$ cat src/rtl/cmd_response_tx_pkg.sv
// Shared protocol constants for the UART command link: sync marker, response opcodes,
// frame field offsets, framer state encoding and the checksum fold helper.
package cmd_response_tx_pkg;

    localparam logic [7:0] CMD_SYNC_BYTE = 8'hA5;

    localparam logic [7:0] CMD_OP_ACK    = 8'h01;
    localparam logic [7:0] CMD_OP_NAK    = 8'h02;
    localparam logic [7:0] CMD_OP_STATUS = 8'h10;

    // Byte positions within a frame; payload starts at FRM_OFF_PAYLOAD, CSUM follows it.
    localparam int FRM_OFF_SYNC    = 0;
    localparam int FRM_OFF_OPCODE  = 1;
    localparam int FRM_OFF_LEN     = 2;
    localparam int FRM_OFF_PAYLOAD = 3;
    localparam int FRM_OVERHEAD    = 4;

    typedef enum logic [2:0] {
        ST_IDLE,
        ST_STROBE,
        ST_WAIT,
        ST_FINISH,
        ST_ABORT
    } tx_state_e;

    function automatic logic [7:0] csum_fold(input logic [7:0] acc, input logic [7:0] b);
        return acc ^ b;
    endfunction

endpackage

$ cat src/rtl/cmd_response_tx.sv
// Response framer: SYNC/OPCODE/LEN/PAYLOAD/CSUM byte stream to uart_tx; first strobe 2 clk after start.
// Paced by uart_tx's tx_done (1 idle clk between done and next strobe); aborts with o_error on timeout.
module cmd_response_tx
    import cmd_response_tx_pkg::*;
#(
    parameter int         MAX_PAYLOAD = 8,
    parameter logic [7:0] SYNC_BYTE   = CMD_SYNC_BYTE,
    parameter int         TX_TIMEOUT  = 20000
) (
    input  logic                     clk,
    input  logic                     reset,
    input  logic                     i_start,
    input  logic [7:0]               i_opcode,
    input  logic [3:0]               i_len,
    input  logic [MAX_PAYLOAD*8-1:0] i_payload,
    output logic                     o_busy,
    output logic                     o_done,
    output logic                     o_error,
    output logic                     o_tx_strobe,
    output logic [7:0]               o_wr_byte,
    input  logic                     i_tx_done
);

    localparam int         IDX_W   = $clog2(MAX_PAYLOAD + FRM_OVERHEAD);
    localparam int         TMO_W   = (TX_TIMEOUT > 2) ? $clog2(TX_TIMEOUT) : 1;
    localparam logic [3:0] LEN_MAX = 4'(MAX_PAYLOAD);

    tx_state_e               r_state;
    tx_state_e               w_next;

    logic [7:0]               r_opcode;
    logic [3:0]               r_len;
    logic [MAX_PAYLOAD*8-1:0] r_payload;
    logic [IDX_W-1:0]         r_idx;
    logic [7:0]               r_csum;
    logic [TMO_W-1:0]         r_tmo;

    logic                     r_busy;
    logic                     r_done;
    logic                     r_error;
    logic                     r_tx_strobe;
    logic [7:0]               r_wr_byte;

    logic [IDX_W-1:0]         w_last_idx;
    logic                     w_is_last;
    logic                     w_tmo_hit;
    logic                     w_fold;
    logic [7:0]               w_pay_byte;
    logic [7:0]               w_frame_byte;

    assign w_last_idx = IDX_W'(r_len) + IDX_W'(FRM_OVERHEAD - 1);
    assign w_is_last  = (r_idx == w_last_idx);
    assign w_tmo_hit  = (r_tmo == TMO_W'(TX_TIMEOUT - 1));
    assign w_fold     = (r_idx != IDX_W'(FRM_OFF_SYNC)) && !w_is_last;

    // CSUM is tested before payload so a zero-length frame puts the checksum at offset 3.
    always_comb begin
        w_pay_byte = 8'h00;
        for (int k = 0; k < MAX_PAYLOAD; k++) begin
            if (r_idx == IDX_W'(k + FRM_OFF_PAYLOAD)) begin
                w_pay_byte = r_payload[8*k +: 8];
            end
        end

        w_frame_byte = w_pay_byte;
        if (r_idx == IDX_W'(FRM_OFF_SYNC)) begin
            w_frame_byte = SYNC_BYTE;
        end else if (r_idx == IDX_W'(FRM_OFF_OPCODE)) begin
            w_frame_byte = r_opcode;
        end else if (r_idx == IDX_W'(FRM_OFF_LEN)) begin
            w_frame_byte = {4'h0, r_len};
        end else if (w_is_last) begin
            w_frame_byte = r_csum;
        end
    end

    always_ff @(posedge clk) begin
        if (reset) begin
            r_state <= ST_IDLE;
        end else begin
            r_state <= w_next;
        end
    end

    // tx_done is checked ahead of the timeout so a done on the expiry cycle still advances.
    always_comb begin
        w_next = r_state;
        unique case (r_state)
            ST_IDLE: begin
                if (i_start) begin
                    w_next = ST_STROBE;
                end
            end
            ST_STROBE: begin
                w_next = ST_WAIT;
            end
            ST_WAIT: begin
                if (i_tx_done) begin
                    w_next = w_is_last ? ST_FINISH : ST_STROBE;
                end else if (w_tmo_hit) begin
                    w_next = ST_ABORT;
                end
            end
            ST_FINISH: begin
                w_next = ST_IDLE;
            end
            ST_ABORT: begin
                w_next = ST_IDLE;
            end
            default: begin
                w_next = ST_IDLE;
            end
        endcase
    end

    always_ff @(posedge clk) begin
        if (reset) begin
            r_opcode    <= 8'h00;
            r_len       <= 4'h0;
            r_payload   <= '0;
            r_idx       <= '0;
            r_csum      <= 8'h00;
            r_tmo       <= '0;
            r_busy      <= 1'b0;
            r_done      <= 1'b0;
            r_error     <= 1'b0;
            r_tx_strobe <= 1'b0;
            r_wr_byte   <= 8'h00;
        end else begin
            r_tx_strobe <= (r_state == ST_STROBE);
            r_busy      <= (w_next == ST_STROBE) || (w_next == ST_WAIT);
            r_done      <= (w_next == ST_FINISH);
            r_error     <= (w_next == ST_ABORT);

            unique case (r_state)
                ST_IDLE: begin
                    if (i_start) begin
                        r_opcode  <= i_opcode;
                        r_len     <= (i_len > LEN_MAX) ? LEN_MAX : i_len;
                        r_payload <= i_payload;
                        r_idx     <= '0;
                        r_csum    <= 8'h00;
                        r_tmo     <= '0;
                    end
                end
                ST_STROBE: begin
                    r_wr_byte <= w_frame_byte;
                    r_tmo     <= '0;
                    if (w_fold) begin
                        r_csum <= csum_fold(r_csum, w_frame_byte);
                    end
                end
                ST_WAIT: begin
                    if (i_tx_done) begin
                        if (!w_is_last) begin
                            r_idx <= r_idx + IDX_W'(1);
                        end
                    end else begin
                        r_tmo <= r_tmo + TMO_W'(1);
                    end
                end
                default: begin
                end
            endcase
        end
    end

    assign o_busy      = r_busy;
    assign o_done      = r_done;
    assign o_error     = r_error;
    assign o_tx_strobe = r_tx_strobe;
    assign o_wr_byte   = r_wr_byte;

endmodule

$ cat config.mk
export PLATFORM = sky130hd
export DESIGN_NAME = cmd_response_tx
export DESIGN_NICKNAME = d
export VERILOG_FILES = /design/src/rtl/cmd_response_tx_pkg.sv /design/src/rtl/cmd_response_tx.sv
export SDC_FILE = /design/constraint.sdc
export NUM_CORES = 1
export LEC_CHECK = 0
export CAP_MARGIN = 25
export CORE_ASPECT_RATIO = 0.5
export CORE_MARGIN = 1.5
export CORE_UTILIZATION = 30
export CTS_BUF_LIST = sky130_fd_sc_hd__clkbuf_8
export CTS_CLUSTER_SIZE = 14
export DETAILED_ROUTE_END_ITERATION = 16
export PLACE_DENSITY = 0.58
export SETUP_SLACK_MARGIN = 0.02
export SYNTH_ARGS = -nofsm -noshare
export SYNTH_HDL_FRONTEND = slang
export SYNTH_SLANG_ARGS = --single-unit
$ cat constraint.sdc
create_clock -name clk -period 2.6 [get_ports clk]
set_input_delay 0.52 -clock clk [delete_from_list [all_inputs] [get_ports clk]]
set_output_delay 0.52 -clock clk [all_outputs]
set_load 0.05 [all_outputs]
==> flow_summary.yaml <==
clocking:
  cts_buffers: 17
  clockBufferDepth: 2
  root_buffer: "clkbuf_8"
  htreeDepth: 4
  cts_tree: "done"
  clkLatencyLatePin_ns: 0.44
  clkSinkCount: 118
  path_clk_slew_ns: 0.08
  post_cts_buffers: 0
detailed_routing:
  drtPass1Iterations: 5
  drt_iter0_markers: 305
  vias: 5461
  vias_per_cell: 5.01
  drt_wl_total_mm: 16.4
  ant_nets: 0
  drt-wirelength-per-cell_um: 15.0
  drc: 0
power:
  power_mw: 4.25
  pwr-share-clk: 0.388
  p_int_mw: 3.05
  peakVddDrop_mv: 0.295
  p_switching_mw: 1.20
  p_sw_frac: 0.282
  p_per_area_nw_per_um2: 581
  leakage_nw: 2.60
  p_seq_frac: 0.462
  combPwrFrac: 0.150
place:
  post-dp-hpwl_mm: 12.1
  dp_slack_ns: 0.114
  placed_cell_area_sq_um: 6920
  io_buffers: 91
  globalplace.congestion: 0.882
  dp_cells: 1059
floorplan:
  die_area_sq_um: 19700
  rows: 35
  fp.dieH_um: 100
  io_pins: 92
  start_util: 0.307
  die_w_um: 197
  core_area_sq_um: 18400
sta:
  fin_setup_tns_ns: 0
  maxSlewHeadroom: 0.546
  period_needed_ns: 2.42
  whs_ns: 0.458
  fmax_ghz: 0.413
  hold_viol_final: 0
  grt_setup_unrepaired: "no"
  slew_violations: 0
  setup_viol: 0
  worst-slew-pin-transition_ns: 0.678
  clock_skew_ns: 0.0133
  period_share: 0.931
  fin_ws_ns: 0.179
layout:
  final_nets: 924
  drive_above_1_share: 0.0941
  final_util: 0.398
  antenna_cells: 0
  fin_cells: 1090
  final_area_sq_um: 7310
  syn_to_final_growth_pct: 29.6
run_status:
  outcome: "completed"
worst_setup_path:
  path_max_fanout: 12
  crit_type: "reg2reg"
  end_kind: "flop"
  cp.arrival_ns: 2.72
  crit_required_ns: 2.90
  critPathLaunchType: "flop"
synthesis:
  seq_area_frac_synth: 0.419
  synth_top_area_cell: "dfxtp_1"
  synth_top_area_share: 0.419
  ys_warn_count: 0
  synth_cell_types: 59
  syn_nets: 833
  synth_edf_count: 0
  synthFlopType: "dfxtp_1"
  netlist_instances: 747
  yosys-top-cells-area: "dfxtp_1 (42%), nand2_1 (13%), a21oi_1 (10%)"
  synthTopCellsByCount: "nand2_1 (197), dfxtp_1 (118), a21oi_1 (115), clkbuf_1 (37), nor2_1 (36)"
  synth-seq-cells: 118
  yosys.cell_count.top_type: "nand2_1"
  synth-async-reset-ratio: 0
  synthesis.area_sq_um: 5640
  synth_area_per_cell_sq_um: 7.55
grt:
  track_usage: 0.174
  grt_pass1_vias: 5188
  grt_pass1_wl_mm: 26.8
  grt_max_degree: 77
  grt_antenna_before_repair: 0
  grt-ovfl-total: 0
flow_run:
  max_cap_viol_count: 0
worst_hold_path:
  hold_class: "reg2reg"
==> layout by cell type (no fill, tap or decap), types with 6 or more instances in the layout <==
| master | synthesis | routed |
|---|---|---|
| nor2b_1 | 12 | 12 |
| o21ai_0 | 30 | 30 |
| xor2_1 | 12 | 12 |
| clkbuf_8 | 0 | 18 |
| dfxtp_1 | 118 | 118 |
| a211oi_1 | 8 | 8 |
| nand2b_1 | 7 | 7 |
| clkinvlp_4 | 0 | 6 |
| nand3b_1 | 14 | 14 |
| nor2_1 | 36 | 35 |
| nor3_1 | 10 | 9 |
| a31oi_1 | 8 | 8 |
| nand3_1 | 12 | 12 |
| nand4_1 | 6 | 6 |
| or3_1 | 8 | 8 |
| nor3b_1 | 10 | 9 |
| a21oi_1 | 115 | 115 |
| clkdlybuf4s50_1 | 0 | 90 |
| buf_4 | 2 | 33 |
| nand2_1 | 197 | 197 |
| inv_1 | 10 | 10 |
==> worst max-delay path, stage by stage, from the launching register on <==
cell	delay [ns]
dfxtp_1	0.36
inv_1	0.13
ha_1	0.47
buf_4	0.24
nand2b_1	0.07
a21oi_1	0.15
a31oi_1	0.06
nor3_1	0.50
o31a_1	0.23
o41ai_1	0.08
==> power by group through the flow <==
stage	sequential [mW]	combinational, mW	clock [mW]
2_1_floorplan	2.01	0.348	0
3_3_place_gp	2.00	0.634	0
3_5_place_dp	2.01	0.638	0
4_1_cts	1.96	0.641	1.68
5_1_grt	1.97	0.709	1.78
6_report	1.96	0.637	1.65
==> layout make-up <==
cell class,count,area [sq um]
clock buffer,18,248
inverter,10,37.5
sequential,118,2360
fill,1902,11100
multi-input combinational,565,3040
clock inverter,13,134
timing repair buffer,126,1190
tap,240,300
==> path summary, 6_finish.rpt <==
path | slack (ns) | depth (start not counted) | to | from
worst max-delay path | 0.18 | 9 | r_csum[0]$_SDFFE_PP0P_ | r_idx[0]$_SDFFE_PP0P_
worst min-delay path | 0.46 | 2 | r_payload[62]$_SDFFE_PP0P_ | r_payload[62]$_SDFFE_PP0P_
worst max register to register | 0.18 | 9 | r_csum[0]$_SDFFE_PP0P_ | r_idx[0]$_SDFFE_PP0P_
worst min register to register | 0.46 | 2 | r_payload[62]$_SDFFE_PP0P_ | r_payload[62]$_SDFFE_PP0P_
==> cell families after synthesis <==
logic type	Yosys count	synth area share
AND/OR/NAND/NOR	336	0.275
AO/OA/AOI/OAI	202	0.208
flip-flops	118	0.419
buffers and inverters	64	0.0470
XOR/XNOR	17	0.0304
adder cells (fa/ha/maj)	6	0.0133
multiplexers	4	0.00710
==> sequential cells by signal, summed over array words and instances (netlist names) <==
signal / cells
r_payload: 64
r_tmo: 15
o_wr_byte: 8
r_csum: 8
r_opcode: 8
r_idx: 4
r_len: 4
r_state: 3
o_busy: 1
o_done: 1
o_error: 1
o_tx_strobe: 1
==> layer usage <==
metal	track usage	share of wire
met5	0	0
met4	0.0476	0.0054
met3	0.0380	0.033
met2	0.272	0.45
met1	0.242	0.51
==> repair_timing <==
item	4_1_cts	5_1_grt
gates resized for setup	0	4
hold endpoints to repair	0	0
hold buffers	0	0
setup endpoints to repair	0	4
Power figures use the tool's default switching activity.
